File: src/rtl/mips_pipe_pkg.sv
// Shared hazard-controller types: state encoding, register-zero constant,
// counter widths and the load-use hazard compare.
package mips_pipe_pkg;

    typedef enum logic [1:0] {
        ST_RUN      = 2'd0,
        ST_LU_STALL = 2'd1,
        ST_MEM_WAIT = 2'd2
    } hz_state_t;

    localparam int          REG_ADDR_W = 5;
    localparam logic [4:0]  REG_ZERO   = 5'd0;
    localparam int          WAIT_CNT_W = 8;
    localparam int          PERF_CNT_W = 16;

    // $zero is never a real dependency, so a load into it cannot cause a stall.
    function automatic logic load_use(
        input logic                  mem_read,
        input logic [REG_ADDR_W-1:0] ex_rt,
        input logic [REG_ADDR_W-1:0] id_rs,
        input logic [REG_ADDR_W-1:0] id_rt
    );
        return mem_read && (ex_rt != REG_ZERO) && ((ex_rt == id_rs) || (ex_rt == id_rt));
    endfunction

endpackage

File: src/rtl/sat_counter.sv
// Saturating up-counter used for the optional pipeline performance counters.
module sat_counter #(
    parameter int W = 16
) (
    input  logic         clk,
    input  logic         reset,
    input  logic         i_inc,
    output logic [W-1:0] o_count
);

    logic [W-1:0] r_count;

    always_ff @(posedge clk or negedge reset) begin
        if (!reset) begin
            r_count <= '0;
        end else if (i_inc && (r_count != '1)) begin
            r_count <= r_count + W'(1);
        end
    end

    assign o_count = r_count;

endmodule

File: src/rtl/pipeline_hazard_ctrl.sv
// MIPS pipeline hazard controller: load-use stall, branch/jump flush and memory-wait
// freeze with timeout. Define HAZARD_PERF_EN to add the Stall_Cycles/Flush_Count ports.
module pipeline_hazard_ctrl
    import mips_pipe_pkg::*;
#(
    parameter int MEM_WAIT_MAX = 15
) (
    input  logic                  clk,
    input  logic                  reset,
    input  logic [REG_ADDR_W-1:0] IFID_Rs,
    input  logic [REG_ADDR_W-1:0] IFID_Rt,
    input  logic [REG_ADDR_W-1:0] IDEX_Rt,
    input  logic                  IDEX_MemRead,
    input  logic                  Branch_Taken,
    input  logic                  Jump,
    input  logic                  Mem_Busy,
    output logic                  PC_Write,
    output logic                  IFID_Enable,
    output logic                  IFID_Flush,
    output logic                  IDEX_Bubble,
    output logic                  Pipe_Freeze,
    output logic                  Mem_Timeout
`ifdef HAZARD_PERF_EN
    ,
    output logic [PERF_CNT_W-1:0] Stall_Cycles,
    output logic [PERF_CNT_W-1:0] Flush_Count
`endif
);

    localparam logic [WAIT_CNT_W-1:0] WAIT_LAST = WAIT_CNT_W'(MEM_WAIT_MAX - 1);

    hz_state_t             r_state;
    hz_state_t             w_state_next;
    logic [WAIT_CNT_W-1:0] r_wait_cnt;
    logic [WAIT_CNT_W-1:0] w_wait_cnt_next;
    logic                  r_timeout;
    logic                  w_timeout_set;
    logic                  w_busy;
    logic                  w_hazard;
    logic                  w_redirect;
    logic                  w_pc_write;
    logic                  w_ifid_en;
    logic                  w_flush;
    logic                  w_bubble;
    logic                  w_freeze;

    // After a timeout the memory is treated as failed: Mem_Busy no longer freezes.
    assign w_busy     = Mem_Busy && !r_timeout;
    assign w_hazard   = load_use(IDEX_MemRead, IDEX_Rt, IFID_Rs, IFID_Rt);
    assign w_redirect = Branch_Taken || Jump;

    always_comb begin
        w_state_next    = r_state;
        w_wait_cnt_next = r_wait_cnt;
        w_timeout_set   = 1'b0;
        w_pc_write      = 1'b1;
        w_ifid_en       = 1'b1;
        w_flush         = 1'b0;
        w_bubble        = 1'b0;
        w_freeze        = 1'b0;
        if (reset) begin
            case (r_state)
                ST_RUN, ST_LU_STALL: begin
                    if (w_busy) begin
                        w_pc_write      = 1'b0;
                        w_ifid_en       = 1'b0;
                        w_freeze        = 1'b1;
                        w_wait_cnt_next = '0;
                        w_state_next    = ST_MEM_WAIT;
                    end else if ((r_state == ST_RUN) && w_hazard) begin
                        // A coincident branch is dropped; it is seen again next cycle.
                        w_pc_write   = 1'b0;
                        w_ifid_en    = 1'b0;
                        w_bubble     = 1'b1;
                        w_state_next = ST_LU_STALL;
                    end else begin
                        w_flush      = w_redirect;
                        w_state_next = ST_RUN;
                    end
                end
                ST_MEM_WAIT: begin
                    if (w_busy) begin
                        w_pc_write      = 1'b0;
                        w_ifid_en       = 1'b0;
                        w_freeze        = 1'b1;
                        w_wait_cnt_next = r_wait_cnt + WAIT_CNT_W'(1);
                        if (r_wait_cnt == WAIT_LAST) begin
                            w_timeout_set = 1'b1;
                            w_state_next  = ST_RUN;
                        end
                    end else begin
                        w_flush      = w_redirect;
                        w_state_next = ST_RUN;
                    end
                end
                default: begin
                    w_state_next = ST_RUN;
                end
            endcase
        end
    end

    always_ff @(posedge clk or negedge reset) begin
        if (!reset) begin
            r_state    <= ST_RUN;
            r_wait_cnt <= '0;
            r_timeout  <= 1'b0;
        end else begin
            r_state    <= w_state_next;
            r_wait_cnt <= w_wait_cnt_next;
            r_timeout  <= r_timeout || w_timeout_set;
        end
    end

    assign PC_Write    = w_pc_write;
    assign IFID_Enable = w_ifid_en;
    assign IFID_Flush  = w_flush;
    assign IDEX_Bubble = w_bubble;
    assign Pipe_Freeze = w_freeze;
    assign Mem_Timeout = r_timeout;

`ifdef HAZARD_PERF_EN
    sat_counter #(.W(PERF_CNT_W)) u_stall_cnt (
        .clk     (clk),
        .reset   (reset),
        .i_inc   (!w_pc_write),
        .o_count (Stall_Cycles)
    );

    sat_counter #(.W(PERF_CNT_W)) u_flush_cnt (
        .clk     (clk),
        .reset   (reset),
        .i_inc   (w_flush),
        .o_count (Flush_Count)
    );
`endif

endmodule
File: config.mk
export PLATFORM = sky130hd
export DESIGN_NAME = pipeline_hazard_ctrl
export DESIGN_NICKNAME = d
export VERILOG_FILES = /design/src/rtl/mips_pipe_pkg.sv /design/src/rtl/sat_counter.sv /design/src/rtl/pipeline_hazard_ctrl.sv
export SDC_FILE = /design/constraint.sdc
export NUM_CORES = 1
export LEC_CHECK = 0
export CAP_MARGIN = 20
export CELL_PAD_IN_SITES_DETAIL_PLACEMENT = 1
export CELL_PAD_IN_SITES_GLOBAL_PLACEMENT = 1
export CORE_ASPECT_RATIO = 0.7
export CORE_MARGIN = 2
export CORE_UTILIZATION = 31
export DETAILED_ROUTE_END_ITERATION = 6
export PLACE_DENSITY = 0.82
export SYNTH_ARGS = -nofsm -noshare
export SYNTH_HDL_FRONTEND = slang
export SYNTH_SLANG_ARGS = --single-unit
File: constraint.sdc
create_clock -name clk -period 2.3 [get_ports clk]
set_input_delay 0.575 -clock clk [delete_from_list [all_inputs] [get_ports clk]]
set_output_delay 0.575 -clock clk [all_outputs]
set_load 0.005 [all_outputs]
# Word level (Yosys, flattened, before mapping)
# Index checks and enable logic that the tools add are counted.
# W data, S select, Z words.
# word_totals
regBits,11
wordCells,56
# classes
n_mux,29
n_addsub,1
n_eq_ne,8
n_reduce_logical,15
# ops
cell,n
$mux W1,20
$mux W8,2
$pmux W8 S2,1
$eq A5 B5 Y1,2
$add A8 B1 Y8 const B,1
$eq A8 B4 Y1 const B,1
$mux W2,3
$reduce_bool A5 Y1,1
$logic_and A1 B1 Y1,4
$ne A2 B2 Y1 const B,2
$pmux W1 S2,2
$pmux W2 S2,1
$reduce_and A4 Y1,1
$logic_or A1 B1 Y1,3
$ne A3 B3 Y1 const B,1
$reduce_or A3 Y1,1
$eq A2 B1 Y1 const B,1
$eq A2 B2 Y1 const B,1
$logic_not A2 Y1,1
$reduce_and A2 Y1,1
$reduce_bool A2 Y1,1
$reduce_or A2 Y1,1
$logic_not A1 Y1,1

# Longest topological paths before layout
# Gate-level depths: netlist of the first run.
# logic_depth
word_depth,8
depth_mapped,7
mapped_depth_nobuf,7

# Worst setup path before layout of the first run
# OpenSTA, ideal clock, no wires.
# synth_path
path_type,input to output
start,in IDEX_Rt[1]
end,out PC_Write
required_time_ps,1725
arrival_time_ps,1722
path_slack_ps,3
stages,4
cell_sequence,or4_4 > o2111a_1 > o211ai_1 > buf_4
# synth_via
elab_chain_cells,8
# synth_rtl
element,line_no,source
"start, declared",pipeline_hazard_ctrl.sv:12,"input logic [REG_ADDR_W-1:0] IDEX_Rt,"
$eq A5 B5 Y1 / $reduce_bool A5 Y1 (equally long branches),mips_pipe_pkg.sv:23,return mem_read && (ex_rt != REG_ZERO) && ((ex_rt == id_rs) || (ex_rt == id_rt));
$logic_or A1 B1 Y1 / $logic_and A1 B1 Y1 (equally long branches),mips_pipe_pkg.sv:23,
$logic_and A1 B1 Y1 *,mips_pipe_pkg.sv:23,
$logic_and A1 B1 Y1 *,pipeline_hazard_ctrl.sv:70,end else if ((r_state == ST_RUN) && w_hazard) begin
$mux W1 * (2 in series),-,
$pmux W1 S2 *,-,
$mux W1 *,-,
"end, declared",pipeline_hazard_ctrl.sv:17,"output logic PC_Write,"
# Every way passes the cells marked *; elsewhere a longest branch is shown, timed or not.

# Worst setup path in the final report of the first run
# layout_path
start,in IDEX_Rt[2]
end,out IFID_Flush
# layout_via
elab_chain_cells,8
# layout_rtl
element,line_no,source
$eq A5 B5 Y1 / $reduce_bool A5 Y1 (equally long branches),mips_pipe_pkg.sv:23,
$logic_or A1 B1 Y1 / $logic_and A1 B1 Y1 (equally long branches),mips_pipe_pkg.sv:23,
$logic_and A1 B1 Y1 *,mips_pipe_pkg.sv:23,
$logic_and A1 B1 Y1 *,pipeline_hazard_ctrl.sv:70,
$mux W1 *,pipeline_hazard_ctrl.sv:70,
$mux W1 *,pipeline_hazard_ctrl.sv:64,if (w_busy) begin
$pmux W1 S2 *,pipeline_hazard_ctrl.sv:62,case (r_state)
$mux W1 *,pipeline_hazard_ctrl.sv:61,if (reset) begin
"end, declared",pipeline_hazard_ctrl.sv:19,"output logic IFID_Flush,"
# Marks and branches as above.

==> metrics.cfg, run 1 <==
[drt]
num_vias = 822
viasPerCell = 4.982
ant_nets = 0
drc = 0
wire_per_inst_microns = 15.52
drt_wl_total_mm = 2.560
first_pass_iters = 4
drtIter0Drc = 13

[yosys]
syn-instance-count = 90
seq_area_frac_synth_pct = 35.89
syn_area_sq_um = 767.0
ys_ff_latch = 11
synth_top_cell_by_area = dfrtp_1
synth_top_family_by_area = simple AND/OR/NAND/NOR gates
synthMuxAreaShare_pct = 0
synth_area_leaders = dfrtp_1 (36%), xnor2_1 (11%), nand2_1 (5.9%)
synth.distinct_cells = 31
synth-xor-area-share_pct = 14.85
syn_nets = 113
synth_compound_area_share_pct = 17.94
synth-simple-area-share_pct = 23.65
yosys_warnings = 0
netlist.area_leader.share_pct = 35.89
synth.avg_cell_area_sq_um = 8.522
synth_fa_ha_area_share_pct = 3.263

[layout]
final_nets = 155
drive_gt1_share_pct = 31.30
nFillCells = 304
area_growth_syn_to_layout_pct = 56.93
diodes = 0

[global_routing]
antenna_found_initial = 0
met1_usage_pct = 24.66
met3_usage_pct = 4.703
grt_max_degree = 14
grt_pass1_vias = 879
busiest_layer = met2
grt_pass1_wl_mm = 4.236
grt_use_total_pct = 19.69
grt_use_met2_pct = 35.58
overflow = 0

[power]
swShare_pct = 32.54
p_comb_share_pct = 30.3
leakage_nw = 0.5368
p_sw_mw = 0.1750
finalPower_mw = 0.5380
pwr_density_cell_nw_per_um2 = 447.0
internal-power_mw = 0.3629
power.share.clock_pct = 25.5
pwr-share-seq_pct = 44.3
irDropWorstVdd_uv = 378.7

[clock_network]
cts_sinks = 11
clock_latency_ps = 280
path_clk_slew_ps = 80
cts_hold_buf = 0
numCtsBuffers = 3
cts_tree = built
htreeDepth = 1
cts_buffer_depth = 2
root_buffer = clkbuf_4

[worst_setup_path]
path_depth = 6
cp_max_fo = 2
r2r_slack_ps = 490
cpMaxStageDelayCell = or4_4
cp_top_family = simple AND/OR/NAND/NOR gates
crit_chain = buf_6, or4_4, o2111a_1, buf_4, nor3_2, buf_2
reg2regPathDepth = 7
endpoint_kind = primary output
cp_data_required_time_ps = 1730
slowest_delay_ps = 530
worstReg2RegStart = r_wait_cnt[0]
cp-endpoint = IFID_Flush
setup.worst_path.start_class = input port
worstPathArrival_ps = 1840
startpoint = IDEX_Rt[2]
crit_buf_inv = 3
crit_type = in2out
r2r-end = r_state[1]

[floorplan]
die_y_microns = 45.62
chipWidth_microns = 63.45
start_util_pct = 31.93
std_cell_rows = 15
num_io_pins = 27
die-area_sq_um = 2894
coreArea_sq_um = 2402

[timing]
clock_skew_ps = 10.15
worstMarginPinSlew_ps = 319.0
setup_ws_ps = -115.9
min_period_ps = 2416
final-hold-violation-count = 0
rsz0062_at_grt = yes
timing.final.crit_share_pct = 105.0
setup_viol = 3
fmax_ghz = 0.4139
slew_viol_final = 0
relSlewSlack_pct = 78.57

[status]
violations = setup timing
status = finished with violations

[place]
gp_congestion = 0.7590
numPortBuffers = 26
place_ws_ps = -837.8
post-dp-hpwl_mm = 2.007

[hold_path]
min_path_type = in2async

[job]
cap_violations = 0

[worst register-to-register path: stages, from the launching register on]
cell     delay (ps)
dfrtp_1         440
inv_1           110
ha_1            170
or4b_1          430
nor3_1          270
o21ai_0         120
nand2_1          80
o21ai_0          70
[placed cells by master (no fill, tap or decap), types with 4 or more instances in the layout]
cell type and instances:
buf_4 12, dfrtp_1 11, nand2_1 11, buf_2 8, xnor2_1 7, nor2_1 6, o21ai_0 6, clkdlybuf4s50_1 5
buf_6 5, inv_1 4, nor3_1 4, nand3_1 4, clkdlybuf4s15_1 4, dlygate4sd2_1 4
[routing by layer]
metal  vias up  wire, microns
li1        400              -
met1       411           1166
met2         7           1298
met3         4             65
met4         0             29
met5         -              0
[cells in the mapped netlist (all sizes together)]
| master | number |
|---|---|
| o21a | 1 |
| nor3b | 1 |
| nand3 | 4 |
| nor2 | 6 |
| nor2b | 1 |
| dfrtp | 11 |
| ha | 2 |
| o41ai | 1 |
| a41o | 1 |
| clkbuf | 3 |
| o211ai | 1 |
| o2111a | 1 |
| inv | 4 |
| xor2 | 3 |
| o21ai | 6 |
| nor3 | 5 |
| a21o | 1 |
| nand4 | 1 |
| o31ai | 1 |
| nand3b | 1 |
| nand2b | 1 |
| o2111ai | 1 |
| o22ai | 3 |
| nand2 | 12 |
| or4b | 1 |
| buf | 1 |
| a21oi | 4 |
| and4 | 1 |
| xnor2 | 10 |
| or4 | 1 |
[flip-flops by register name, indices dropped and copies added (netlist names)]
name,count
Mem_Timeout,1
r_state,2
r_wait_cnt,8
[power by group through the flow]
stage                     clock [mW]  sequential [mW]  combinational (mW)
after floorplan                    0            0.233              0.0710
after global placement             0            0.238               0.146
after detailed placement           0            0.241               0.155
after CTS                      0.144            0.237               0.156
after global routing           0.152            0.244               0.181
final                          0.137            0.238               0.163
[per-stage QoR]
| step | utilization [%] | TNS (ps) | area, sq um | std cells | hold slack, ps |
|---|---|---|---|---|---|
| detailed placement | 47.19 | -3567 | 1134 | 157 | 510.4 |
| global placement | 47.19 | -3392 | 1134 | 157 | 504.7 |
| floorplan | - | 0 | 767.0 | 90 | 279.4 |
| global route | 50.10 | -588.5 | 1204 | 165 | 475.9 |
| CTS | 49.17 | -269.3 | 1181 | 164 | 449.7 |
| finish | 50.10 | -328.9 | 1204 | 165 | 451.5 |
[cells by family after synthesis]
family | count (synthesis)
AOI/OAI and AO/OA | 21
adders and majority gates | 2
buffers and inverters | 8
xor gates and xnor gates | 13
DFF | 11
and+or+nand+nor | 35
[how the worst min path moves through the flow]
stage | start | endpoint | slack, ps | cells after the start
global placement | Mem_Timeout | Mem_Timeout | 500 | 1
global route | reset | r_wait_cnt[1] | 480 | 2
CTS | reset | r_wait_cnt[0] | 450 | 2
detailed placement | Mem_Timeout | Mem_Timeout | 510 | 1
floorplan | reset | Mem_Timeout | 280 | 0
finish | reset | r_wait_cnt[1] | 450 | 2
[final cells by class]
type,count,area [sq um],area share (%)
clock buffer,3,22.52,1.871
clock inverter,1,5.005,0.4158
inverter,4,15.01,1.247
multi-input combinational,71,510.5,42.41
sequential,11,275.3,22.87
tap,34,42.54,3.534
timing repair buffer,41,332.8,27.65
[what timing repair did]
item	in CTS	in global routing
endpoints found under the setup margin	5	4
setup buffers	3	1
gates cloned	0	0
pin swaps	20	8
resized for setup	68	6
Power figures use the tool's default switching activity.
==> run 2: changes to the inputs <==
Settings changed: CORE_ASPECT_RATIO 0.7 to 0.75, SLEW_MARGIN set to 20.
==> metrics.cfg, run 2 (synthesized netlist as in run 1, its figures left out) <==
[floorplan]
die_y_microns = 47.08
die-area_sq_um = 2892
std_cell_rows = 15
coreArea_sq_um = 2327
num_io_pins = 27
chipWidth_microns = 61.44
start_util_pct = 32.96

[timing]
setup_ws_ps = -127.6
timing.final.crit_share_pct = 105.5
min_period_ps = 2428
clock_skew_ps = 3.889
fmax_ghz = 0.4119
final-hold-violation-count = 0
worstMarginPinSlew_ps = 324.7
setup_viol = 4
slew_viol_final = 0
tns_ps = -335.1
rsz0062_at_grt = yes
relSlewSlack_pct = 78.18

[clock_network]
path_clk_slew_ps = 70
root_buffer = clkbuf_4
numCtsBuffers = 3
cts_sinks = 11
cts_buffer_depth = 2
clock_latency_ps = 270
cts_tree = built
htreeDepth = 1

[worst_setup_path]
cp_data_required_time_ps = 1730
slowest_delay_ps = 530
worstPathArrival_ps = 1850
crit_chain = buf_6, or4_4, o2111a_1, o211ai_1, buf_2
crit_type = in2out
cpMaxStageDelayCell = or4_4
cp_max_fo = 2
endpoint_kind = primary output
setup.worst_path.start_class = input port

[drt]
first_pass_iters = 4
ant_nets = 0
wire_per_inst_microns = 16.11
drc = 0
viasPerCell = 4.920
num_vias = 797
drtIter0Drc = 24
drt_wl_total_mm = 2.610

[place]
numPortBuffers = 26
place_inst = 156
gp_congestion = 0.8381
post-dp-hpwl_mm = 2.085
place_ws_ps = -878.0

[power]
pwr_density_cell_nw_per_um2 = 441.8
irDropWorstVdd_uv = 380.3
leakage_nw = 0.5320

[layout]
area_growth_syn_to_layout_pct = 55.63
layout_commonest_cell = nand2_1
final_cell_mix = nand2_1 (12), dfrtp_1 (11), buf_4 (11)
fin_cells = 162
largest_reg_flops = 8
regMostFlops = r_wait_cnt
nFillCells = 287
drive_gt1_share_pct = 28.91
final_nets = 152
diodes = 0

[job]
cap_violations = 0

[global_routing]
grt_pass1_wl_mm = 4.153
grt_pass1_vias = 859
antenna_found_initial = 0
grt_use_total_pct = 20.45
grt_max_degree = 11
overflow = 0

[hold_path]
min_path_type = in2async

[status]
violations = setup timing
status = finished with violations

run 2: cell types whose count changed in the layout (fill, tap and decap cells not counted), moves of 2 or more:
cell | previous run | this run
xnor2_1 | 7 | 5
dlygate4sd2_1 | 4 | 6
xnor2_2 | 2 | 5
buf_6 | 5 | 3
buf_2 | 8 | 6
run 2: stage by stage:
step | util (%) | hold WS, ps | cell area (sq um) | power (mW)
2_1_floorplan | - | 279.4 | 767.0 | 0.3044
3_3_place_gp | 48.39 | 507.3 | 1126 | 0.3831
3_5_place_dp | 48.39 | 508.5 | 1126 | 0.3915
4_1_cts | 50.86 | 236.8 | 1184 | 0.5286
5_1_grt | 51.29 | 235.2 | 1194 | 0.5616
6_report | 51.29 | 244.3 | 1194 | 0.5273
run 2: per-layer routing:
metal  part of all wire, %  global-route usage [%]
met2                    53                   36.60
met1                    44                   26.35
met3                   2.6                   4.408
met5                     0                       0
met4                     0                   2.979
run 2: worst paths after layout:
kind / to / cells past startpoint / slack, ps / startpoint
max: IFID_Enable / 5 / -130 / IDEX_Rt[3]
min: Mem_Timeout / 1 / 240 / reset
max reg2reg: r_state[1] / 7 / 530 / r_wait_cnt[0]
min reg2reg: r_wait_cnt[6] / 1 / 530 / r_wait_cnt[6]
max in group asynchronous: r_wait_cnt[4] / 2 / 1660 / reset
min in group clk: r_wait_cnt[6] / 1 / 530 / r_wait_cnt[6]
run 2: cell type report:
cell class                      count  area, sq um  share of cell area [%]
Sequential cell                    11        275.3                   23.06
Inverter                            4        15.01                   1.258
Timing Repair Buffer               38        311.5                   26.10
Multi-Input combinational cell     71        523.0                   43.82
Tap cell                           34        42.54                   3.564
Clock buffer                        4        26.28                   2.201
run 2: what timing repair did:
| action | CTS | global route |
|---|---|---|
| resized for setup | 62 | 6 |
| setup buffers | 2 | 0 |
| pin swaps | 16 | 3 |
| endpoints found under the setup margin | 5 | 4 |
| hold buffers | 0 | 0 |
| endpoints found under the hold margin | 0 | 0 |
run 2: power breakdown:
part / total [mW] / internal [mW] / switching, mW
combinational: 0.156 / 0.0829 / 0.0727
clock: 0.133 / 0.0671 / 0.0656
sequential: 0.239 / 0.211 / 0.0279
total: 0.527 / 0.361 / 0.166
run 2: worst max-delay path: cells and delay by family:
| kind | cells | cell delay [ps] |
|---|---|---|
| buffers and inverters | 2 | 250 |
| AND/OR/NAND/NOR | 1 | 530 |
| AO/OA/AOI/OAI | 2 | 500 |
==> run 3: changes to the inputs <==
Settings changed: CTS_CLUSTER_SIZE set to 12, HOLD_SLACK_MARGIN set to 0.06.
==> results of run 3 <==
Final layout, timing and power as in run 2 (identical DEF).
